<file path="config.mk">
export PLATFORM = sky130hd
export DESIGN_NAME = alu_flag_wb
export DESIGN_NICKNAME = d
export VERILOG_FILES = /design/src/rtl/alu_pkg.sv /design/src/rtl/cond_eval.sv /design/src/rtl/alu_flag_wb.sv
export SDC_FILE = /design/constraint.sdc
export NUM_CORES = 1
export LEC_CHECK = 0
export ABC_AREA = 1
export ABC_CLOCK_PERIOD_IN_PS = 7400
export CELL_PAD_IN_SITES_DETAIL_PLACEMENT = 2
export CELL_PAD_IN_SITES_GLOBAL_PLACEMENT = 2
export CORE_UTILIZATION = 30
export CTS_BUF_LIST = sky130_fd_sc_hd__clkbuf_8
export CTS_CLUSTER_SIZE = 12
export DETAILED_ROUTE_END_ITERATION = 12
export MAX_ROUTING_LAYER = met4
export PLACE_DENSITY_LB_ADDON = 0.1
export SKIP_LAST_GASP = 1
export SLEW_MARGIN = 20
export SYNTH_ARGS = -nofsm -noshare
export SYNTH_HDL_FRONTEND = slang
export SYNTH_HIERARCHICAL = 1
export SYNTH_SLANG_ARGS = --single-unit
</file>
<file path="constraint.sdc">
create_clock -name clk -period 7.4 [get_ports clk]
set_input_delay 1.85 -clock clk [delete_from_list [all_inputs] [get_ports clk]]
set_output_delay 1.85 -clock clk [all_outputs]
set_load 0.01 [all_outputs]
</file>
<file path="src/rtl/alu_pkg.sv">
// Shared ALU definitions: flag bit positions, condition codes and the flags type.
package alu_pkg;

  localparam int unsigned N_BIT = 3;
  localparam int unsigned Z_BIT = 2;
  localparam int unsigned C_BIT = 1;
  localparam int unsigned V_BIT = 0;

  typedef logic [3:0] flags_t;
  typedef logic [3:0] cond_t;

  localparam cond_t COND_EQ = 4'h0;
  localparam cond_t COND_NE = 4'h1;
  localparam cond_t COND_CS = 4'h2;
  localparam cond_t COND_CC = 4'h3;
  localparam cond_t COND_MI = 4'h4;
  localparam cond_t COND_PL = 4'h5;
  localparam cond_t COND_VS = 4'h6;
  localparam cond_t COND_VC = 4'h7;
  localparam cond_t COND_HI = 4'h8;
  localparam cond_t COND_LS = 4'h9;
  localparam cond_t COND_GE = 4'hA;
  localparam cond_t COND_LT = 4'hB;
  localparam cond_t COND_GT = 4'hC;
  localparam cond_t COND_LE = 4'hD;
  localparam cond_t COND_AL = 4'hE;
  localparam cond_t COND_NV = 4'hF;

endpackage

</file>
<file path="src/rtl/cond_eval.sv">
// Combinational condition-code evaluator against an NZCV flag set.
module cond_eval
  import alu_pkg::*;
(
  input  cond_t  cond_i,
  input  flags_t flags_i,
  output logic   pass_o
);

  logic n, z, c, v;

  assign n = flags_i[N_BIT];
  assign z = flags_i[Z_BIT];
  assign c = flags_i[C_BIT];
  assign v = flags_i[V_BIT];

  always_comb begin
    pass_o = 1'b0;
    unique case (cond_i)
      COND_EQ: pass_o = z;
      COND_NE: pass_o = !z;
      COND_CS: pass_o = c;
      COND_CC: pass_o = !c;
      COND_MI: pass_o = n;
      COND_PL: pass_o = !n;
      COND_VS: pass_o = v;
      COND_VC: pass_o = !v;
      COND_HI: pass_o = c & !z;
      COND_LS: pass_o = !c | z;
      COND_GE: pass_o = (n == v);
      COND_LT: pass_o = (n != v);
      COND_GT: pass_o = !z & (n == v);
      COND_LE: pass_o = z | (n != v);
      COND_AL: pass_o = 1'b1;
      COND_NV: pass_o = 1'b0;
    endcase
  end

endmodule

</file>
<file path="src/rtl/alu_flag_wb.sv">
// Execute-to-writeback stage: conditional flag commit plus an ordered result FIFO.
module alu_flag_wb
  import alu_pkg::*;
#(
  parameter int unsigned WIDTH = 32,
  parameter int unsigned DEPTH = 2,
  parameter int unsigned RD_W  = 4,
  parameter int unsigned CNT_W = 16
) (
  input  logic                    clk,
  input  logic                    rst,
  input  logic                    in_valid,
  output logic                    in_ready,
  input  logic signed [WIDTH-1:0] in_result,
  input  flags_t                  in_flags,
  input  logic                    in_s,
  input  logic [RD_W-1:0]         in_rd,
  input  cond_t                   in_cond,
  output logic                    out_valid,
  input  logic                    out_ready,
  output logic signed [WIDTH-1:0] out_result,
  output logic [RD_W-1:0]         out_rd,
  output logic                    out_we,
  output flags_t                  flags_q,
  output logic [CNT_W-1:0]        fail_cnt
);

  localparam int unsigned PTR_W = $clog2(DEPTH);
  localparam int unsigned CNT_FW = $clog2(DEPTH + 1);
  localparam logic [CNT_FW-1:0] FULL = CNT_FW'(DEPTH);

  logic signed [WIDTH-1:0] mem_result [DEPTH];
  logic [RD_W-1:0]         mem_rd     [DEPTH];
  logic                    mem_we     [DEPTH];

  logic [PTR_W-1:0]  wptr_q, wptr_d, rptr_q, rptr_d;
  logic [CNT_FW-1:0] count_q, count_d;
  logic [CNT_W-1:0]  fail_cnt_q, fail_cnt_d;
  flags_t            flags_d;
  logic              pass, push, pop;

  cond_eval u_cond_eval (
    .cond_i  (in_cond),
    .flags_i (flags_q),
    .pass_o  (pass)
  );

  // in_ready depends only on the registered count, never on out_ready.
  assign in_ready  = (count_q < FULL);
  assign out_valid = (count_q != '0);
  assign push      = in_valid & in_ready;
  assign pop       = out_valid & out_ready;

  assign out_result = out_valid ? mem_result[rptr_q] : '0;
  assign out_rd     = out_valid ? mem_rd[rptr_q]     : '0;
  assign out_we     = out_valid ? mem_we[rptr_q]     : 1'b0;
  assign fail_cnt   = fail_cnt_q;

  always_comb begin
    flags_d    = flags_q;
    fail_cnt_d = fail_cnt_q;
    wptr_d     = wptr_q;
    rptr_d     = rptr_q;
    count_d    = count_q;
    if (push) begin
      wptr_d = wptr_q + PTR_W'(1);
      if (pass && in_s) begin
        flags_d = in_flags;
      end
      if (!pass && (fail_cnt_q != '1)) begin
        fail_cnt_d = fail_cnt_q + CNT_W'(1);
      end
    end
    if (pop) begin
      rptr_d = rptr_q + PTR_W'(1);
    end
    unique case ({push, pop})
      2'b10:   count_d = count_q + CNT_FW'(1);
      2'b01:   count_d = count_q - CNT_FW'(1);
      default: count_d = count_q;
    endcase
  end

  always_ff @(posedge clk or posedge rst) begin
    if (rst) begin
      flags_q    <= '0;
      fail_cnt_q <= '0;
      wptr_q     <= '0;
      rptr_q     <= '0;
      count_q    <= '0;
    end else begin
      flags_q    <= flags_d;
      fail_cnt_q <= fail_cnt_d;
      wptr_q     <= wptr_d;
      rptr_q     <= rptr_d;
      count_q    <= count_d;
    end
  end

  // Storage needs no reset; the empty-gated outputs hide stale contents.
  always_ff @(posedge clk) begin
    if (push) begin
      mem_result[wptr_q] <= in_result;
      mem_rd[wptr_q]     <= in_rd;
      mem_we[wptr_q]     <= pass;
    end
  end

endmodule

</file>
==> impl_metrics.csv, run 1 <==
group,metric,value,unit
outcome,status,"completed",
clock_tree,cts_hold_buf,0,
logic_synthesis,syn_nets,479,
logic_synthesis,yosysSeqAreaShare,0.645,
final_layout,final_cell_area,5860,um2
setup_path,cpMaxStageDelayCell,"clkdlybuf4s50_1",
clock_tree,cts.htree.levels,3,
pwr,seqPwrFrac,0.389,
final_layout,layout_common_cells,"147 x nand2_1, 107 x clkdlybuf4s50_1, 74 x edfxtp_1",
logic_synthesis,syn_area,4370,um2
sta,finalHoldViolCount,0,
clock_tree,ctsResizeCount,0,
setup_path,critPathLaunchType,"flop",
detailed_routing,routedWlPerCell,16.8,um
logic_synthesis,synth_top_cell_by_area,"edfxtp_1",
detailed_routing,drt-initial-drc-count,124,
logic_synthesis,yosysTopAreaCellShare,0.508,
placed_design,port_buffers,107,
clock_tree,postCtsSetupRepairBufs,0,
placed_design,gp_congestion,0.770,
sta,finalSetupViolations,0,
grt,grt_max_degree,40,
sta,period_minus_slack,4.07,ns
clock_tree,cts_tree,"done",
floorplanning,dieHeight,123,um
logic_synthesis,ys.flop_type,"edfxtp_1",
pwr,switching_power,741,uW
setup_path,worstPathCellList,"inv_2, nand2_1, a21oi_1, clkdlybuf4s50_1",
detailed_routing,wl_met1,5240,um
detailed_routing,first_pass_iters,4,
placed_design,place_ws,3.46,ns
detailed_routing,wl_met3,410,um
detailed_routing,ant_nets,0,
setup_path,worst-r2r-setup-slack,5.43,ns
final_layout,fin_nets,588,
clock_tree,path_clk_slew,0.10,ns
sta,period_share,0.550,
final_layout,drive_above_1_share,0.0867,
clock_tree,clkLatencyLatePin,0.37,ns
placed_design,post_dp_cell_area,5690,um2
logic_synthesis,syn-instance-count,428,
pwr,power,1.97,mW
setup_path,slowest_delay,0.57,ns
sta,max_freq,246,MHz
pwr,combinationalPowerShare,0.451,
pwr,clkPwrFrac,0.160,
pwr,power_density,337,nW/um2
setup_path,end_kind,"output pin",
detailed_routing,via_per_inst,4.70,
detailed_routing,top_layer,"met4",
logic_synthesis,yosys_register_bits,98,
floorplanning,die_area,15100,um2
logic_synthesis,async_flop_share,0.245,
detailed_routing,drc,0,
floorplanning,initial_core_util,0.311,
pwr,max-vdd-ir-drop,114,uV
grt,first_global_vias,3747,
setup_path,cp_data_arrival_time,2.22,ns
pwr,p_int,1.23,mW
logic_synthesis,synth_cell_types,26,
worst_hold_path,min-delay-path-class,"reg2reg",
sta,worst_slack,3.33,ns
clock_tree,clockBufferDepth,2,
grt,grt_overflow,0,
sta,fin_tns_setup,0,ns
pwr,p_leak,2.26,nW
final_layout,area_growth,33.9,%
logic_synthesis,yosysWarnings,6,
pwr,swShare,0.376,
floorplanning,coreArea,14000,um2
logic_synthesis,synth_area_leaders,"edfxtp_1 51%, dfrtp_1 14%, nand2_1 13%",
floorplanning,io_pins,108,
floorplanning,fp-row-count,43,
run,maxCapViolations,0,
floorplanning,die_w,123,um
final_layout,final_common_cell,"nand2_1",
sta,maxSlewViolCount,0,
detailed_routing,drt_wl_total,12100,um
clock_tree,cts_sinks,98,
grt,track_usage,0.174,
clock_tree,root_buffer,"clkbuf_8",
sta,rsz0062_at_grt,"no",
clock_tree,cts_made_buffers,9,
placed_design,place_hpwl,8400,um
grt,grt_pass1_wl,19100,um
detailed_routing,vias,3395,
sta,finalClockSkew,0.00740,ns
setup_path,crit_type,"reg2out",
setup_path,worstPathRequired,5.55,ns
detailed_routing,wl_met2,6310,um
sta,tightest_slew,0.692,ns
sta,max_slew_margin,0.538,
grt,antenna_found_initial,0,
final_layout,antenna_cells,0,
logic_synthesis,syn_area_per_cell,10.2,um2
logic_synthesis,synth_edf_count,74,
setup_path,worstPathMaxFanout,37,
==> logic make-up after synthesis <==
logic type,share of synthesized area
AOI/OAI and AO/OA,0.0572
xor gates and xnor gates,0.0180
adders and majority gates,0.00572
buffers and inverters,0.0472
DFF,0.645
and+or+nand+nor,0.226
==> power groups by stage <==
stage,Clock [mW],Sequential (mW),Combinational [mW]
floorplan,0,0.778,0.433
global placement,0,0.777,0.873
detailed placement,0,0.782,0.912
CTS,0.329,0.771,0.917
global route,0.345,0.781,0.982
finish,0.315,0.768,0.890
==> metrics by stage <==
step | utilization | cells | hold WS, ns
finish | 0.417 | 722 | 0.537
global route | 0.417 | 722 | 0.585
CTS | 0.417 | 722 | 0.553
detailed placement | 0.405 | 706 | 0.524
global placement | 0.401 | 704 | 0.507
floorplan | - | 428 | 0.483
==> critical path, delay by kind of cell (launching register included) <==
family | cells | cell delay (ns)
flops | 1 | 0.41
compound gates | 1 | 0.22
buf+inv | 2 | 1.09
simple gates | 1 | 0.12
==> per-layer routing <==
layer	vias to the layer above	global-route usage
met1	1686	0.199
met3	12	0.0237
met4	0	0.0633
li1	1637	-
met2	60	0.310
met5	-	-
==> final timing paths <==
path | from | end | cells after the start
worst max-delay path | rptr_q | out_result[31] | 4
worst min-delay path | fail_cnt[14] | fail_cnt[14] | 2
worst max register to register | flags_q[3] | fail_cnt[12] | 13
worst min register to register | fail_cnt[14] | fail_cnt[14] | 2
max in group asynchronous | rst | fail_cnt[11] | 2
min in group asynchronous | rst | rptr_q | 2
==> cell type report <==
class	instances	area (um2)
clock buffer	9	124
inverter	36	135
clock inverter	7	46.3
fill	1500	8190
timing repair buffer	111	1140
multi-input combinational	281	1360
tap	180	225
sequential	98	2820
==> Yosys cell counts (3+ instances only) <==
master and number:
nor2_2 5, dfrtp_1 24, o21ai_0 6, nand3_2 6, inv_1 31, edfxtp_1 74
buf_2 6, nand3_1 31, nand2_2 3, nor2_4 4, nand2_1 147, clkbuf_1 4
nor2_1 20, inv_2 4, xor2_1 7, a21oi_1 39
==> sequential cells by signal, summed over array words and instances (netlist names) <==
register    flops
fail_cnt       16
wptr_q          1
mem_we          2
rptr_q          1
mem_rd          8
flags_q         4
count_q         2
mem_result     64
(Power assumes the default switching activity.)
==> inputs of run 2 (changes only) <==
ABC_CLOCK_PERIOD_IN_PS = 4150   (was 7400)
clock period = 4.15 ns   (was 7.4 ns; I/O delays follow)
==> impl_metrics.csv, run 2 (synthesis results as in run 1) <==
group,metric,value,unit
clock_tree,clkLatencyLatePin,0.39,ns
outcome,status,"completed",
final_layout,largest_reg_flops,64,
sta,rsz0062_at_grt,"no",
clock_tree,root_buffer,"clkbuf_8",
pwr,combinationalPowerShare,0.439,
setup_path,worst-r2r-setup-slack,2.16,ns
final_layout,largest_register,"mem_result",
pwr,seqPwrFrac,0.385,
run,maxCapViolations,0,
placed_design,place_hpwl,8190,um
sta,period_share,0.793,
detailed_routing,via_per_inst,4.74,
floorplanning,coreArea,14000,um2
setup_path,timing.rr.start,"flags_q[3]",
floorplanning,fp-row-count,43,
pwr,clkPwrFrac,0.176,
grt,grt_max_degree,40,
final_layout,drive_above_1_share,0.0849,
placed_design,port_buffers,107,
setup_path,reg2reg_depth,13,
sta,fin_tns_setup,0,ns
worst_hold_path,holdPathEnd,"fail_cnt[15]",
final_layout,area_growth,33.4,%
pwr,p_leak,2.24,nW
final_layout,stdcell_count,722,
sta,max_slew_margin,0.519,
floorplanning,die_w,123,um
worst_hold_path,min_path_cells,2,
grt,grt_overflow,0,
detailed_routing,ant_nets,0,
grt,grt_pass1_wl,19500,um
clock_tree,cts_sinks,98,
sta,max_freq,304,MHz
sta,finalHoldViolCount,0,
detailed_routing,drc,0,
detailed_routing,first_pass_iters,4,
floorplanning,initial_core_util,0.311,
pwr,p_int,2.24,mW
final_layout,final_common_cell,"nand2_1",
floorplanning,dieHeight,123,um
final_layout,antenna_cells,0,
pwr,swShare,0.372,
sta,tightest_slew,0.720,ns
detailed_routing,drt-initial-drc-count,143,
setup_path,crit_type,"reg2out",
placed_design,gp_congestion,0.777,
final_layout,fill_cells,1488,
pwr,power_density,610,nW/um2
sta,maxSlewViolCount,0,
pwr,switching_power,1.32,mW
clock_tree,postCtsSetupRepairBufs,0,
detailed_routing,vias,3422,
setup_path,r2r-end,"fail_cnt[1]",
final_layout,fin_nets,588,
floorplanning,io_pins,108,
clock_tree,ctsResizeCount,0,
clock_tree,cts.htree.levels,3,
worst_hold_path,min_from,"fail_cnt[15]",
grt,track_usage,0.180,
grt,first_global_vias,3778,
clock_tree,cts_hold_buf,0,
setup_path,critPathLaunchType,"flop",
clock_tree,cts_made_buffers,9,
setup_path,cp_data_arrival_time,2.25,ns
sta,finalSetupViolations,0,
final_layout,layout_common_cells,"147 x nand2_1, 107 x clkdlybuf4s50_1, 74 x edfxtp_1",
placed_design,dp_cells,706,
setup_path,worstPathMaxFanout,37,
clock_tree,clockBufferDepth,2,
clock_tree,cts_tree,"done",
grt,antenna_found_initial,0,
clock_tree,path_clk_slew,0.09,ns
worst_hold_path,min-delay-path-class,"reg2reg",
final_layout,fin_util,0.416,
sta,fin_hold_ws,0.534,ns
sta,period_minus_slack,3.29,ns
setup_path,worstPathRequired,3.11,ns
pwr,max-vdd-ir-drop,244,uV
floorplanning,die_area,15100,um2
sta,finalClockSkew,0.00971,ns
detailed_routing,routedWlPerCell,16.9,um
detailed_routing,drt_wl_total,12200,um
setup_path,end_kind,"output pin",
-- run 2: changes by cell type in the layout (fill, tap and decap cells not counted) --
cell       change
inv_1          -2
clkinv_1       +3
buf_4          +2
clkinv_2       -1
buf_16         -2
clkinv_4       -1
bufinv_16      +1
-- run 2: layout make-up --
class                           instances  area, um2  share of cell area
Sequential cell                        98       2820               0.484
Tap cell                              180        225              0.0386
Timing Repair Buffer                  111       1100               0.189
Clock buffer                            9        124              0.0212
Inverter                               36        135              0.0232
Multi-Input combinational cell        281       1360               0.233
Clock inverter                          7       66.3              0.0114
-- run 2: critical path: stages, from the launching register on --
cell	delay, ns
dfrtp_1	0.40
inv_2	0.53
nand2_1	0.13
a21oi_1	0.22
clkdlybuf4s50_1	0.57
-- run 2: power by group through the flow --
| stage | logic (mW) | registers (mW) | clock network, mW |
|---|---|---|---|
| final | 1.56 | 1.37 | 0.626 |
| after global routing | 1.72 | 1.39 | 0.695 |
| after CTS | 1.61 | 1.37 | 0.656 |
| after detailed placement | 1.60 | 1.39 | 0 |
| after global placement | 1.56 | 1.38 | 0 |
| after floorplan | 0.773 | 1.39 | 0 |
-- run 2: how the worst max path moves through the flow --
stage / startpoint / end / slack (ns)
2_1_floorplan: in_valid / mem_rd[0][0] / 1.02
3_3_place_gp: in_cond[2] / fail_cnt[6] / 1.11
3_5_place_dp: in_cond[1] / fail_cnt[12] / 0.99
4_1_cts: rptr_q / out_rd[3] / 0.76
5_1_grt: rptr_q / out_result[1] / 0.67
6_report: rptr_q / out_rd[3] / 0.86
-- run 2: routing by layer --
metal / vias to the layer above / GRT usage / wire [um]
met5: - / - / 0
met4: 0 / 0.0686 / 193
met3: 11 / 0.0349 / 510
met2: 68 / 0.316 / 6340
met1: 1708 / 0.200 / 5160
li1: 1635 / - / -
-- run 2: metrics by stage --
stage | setup slack (ns) | instance area [um2] | total power, mW
floorplan | 1.02 | 4370 | 2.16
finish | 0.861 | 5840 | 3.56
global route | 0.675 | 5840 | 3.81
detailed placement | 0.987 | 5650 | 3.00
CTS | 0.759 | 5840 | 3.64
global placement | 1.11 | 5650 | 2.94
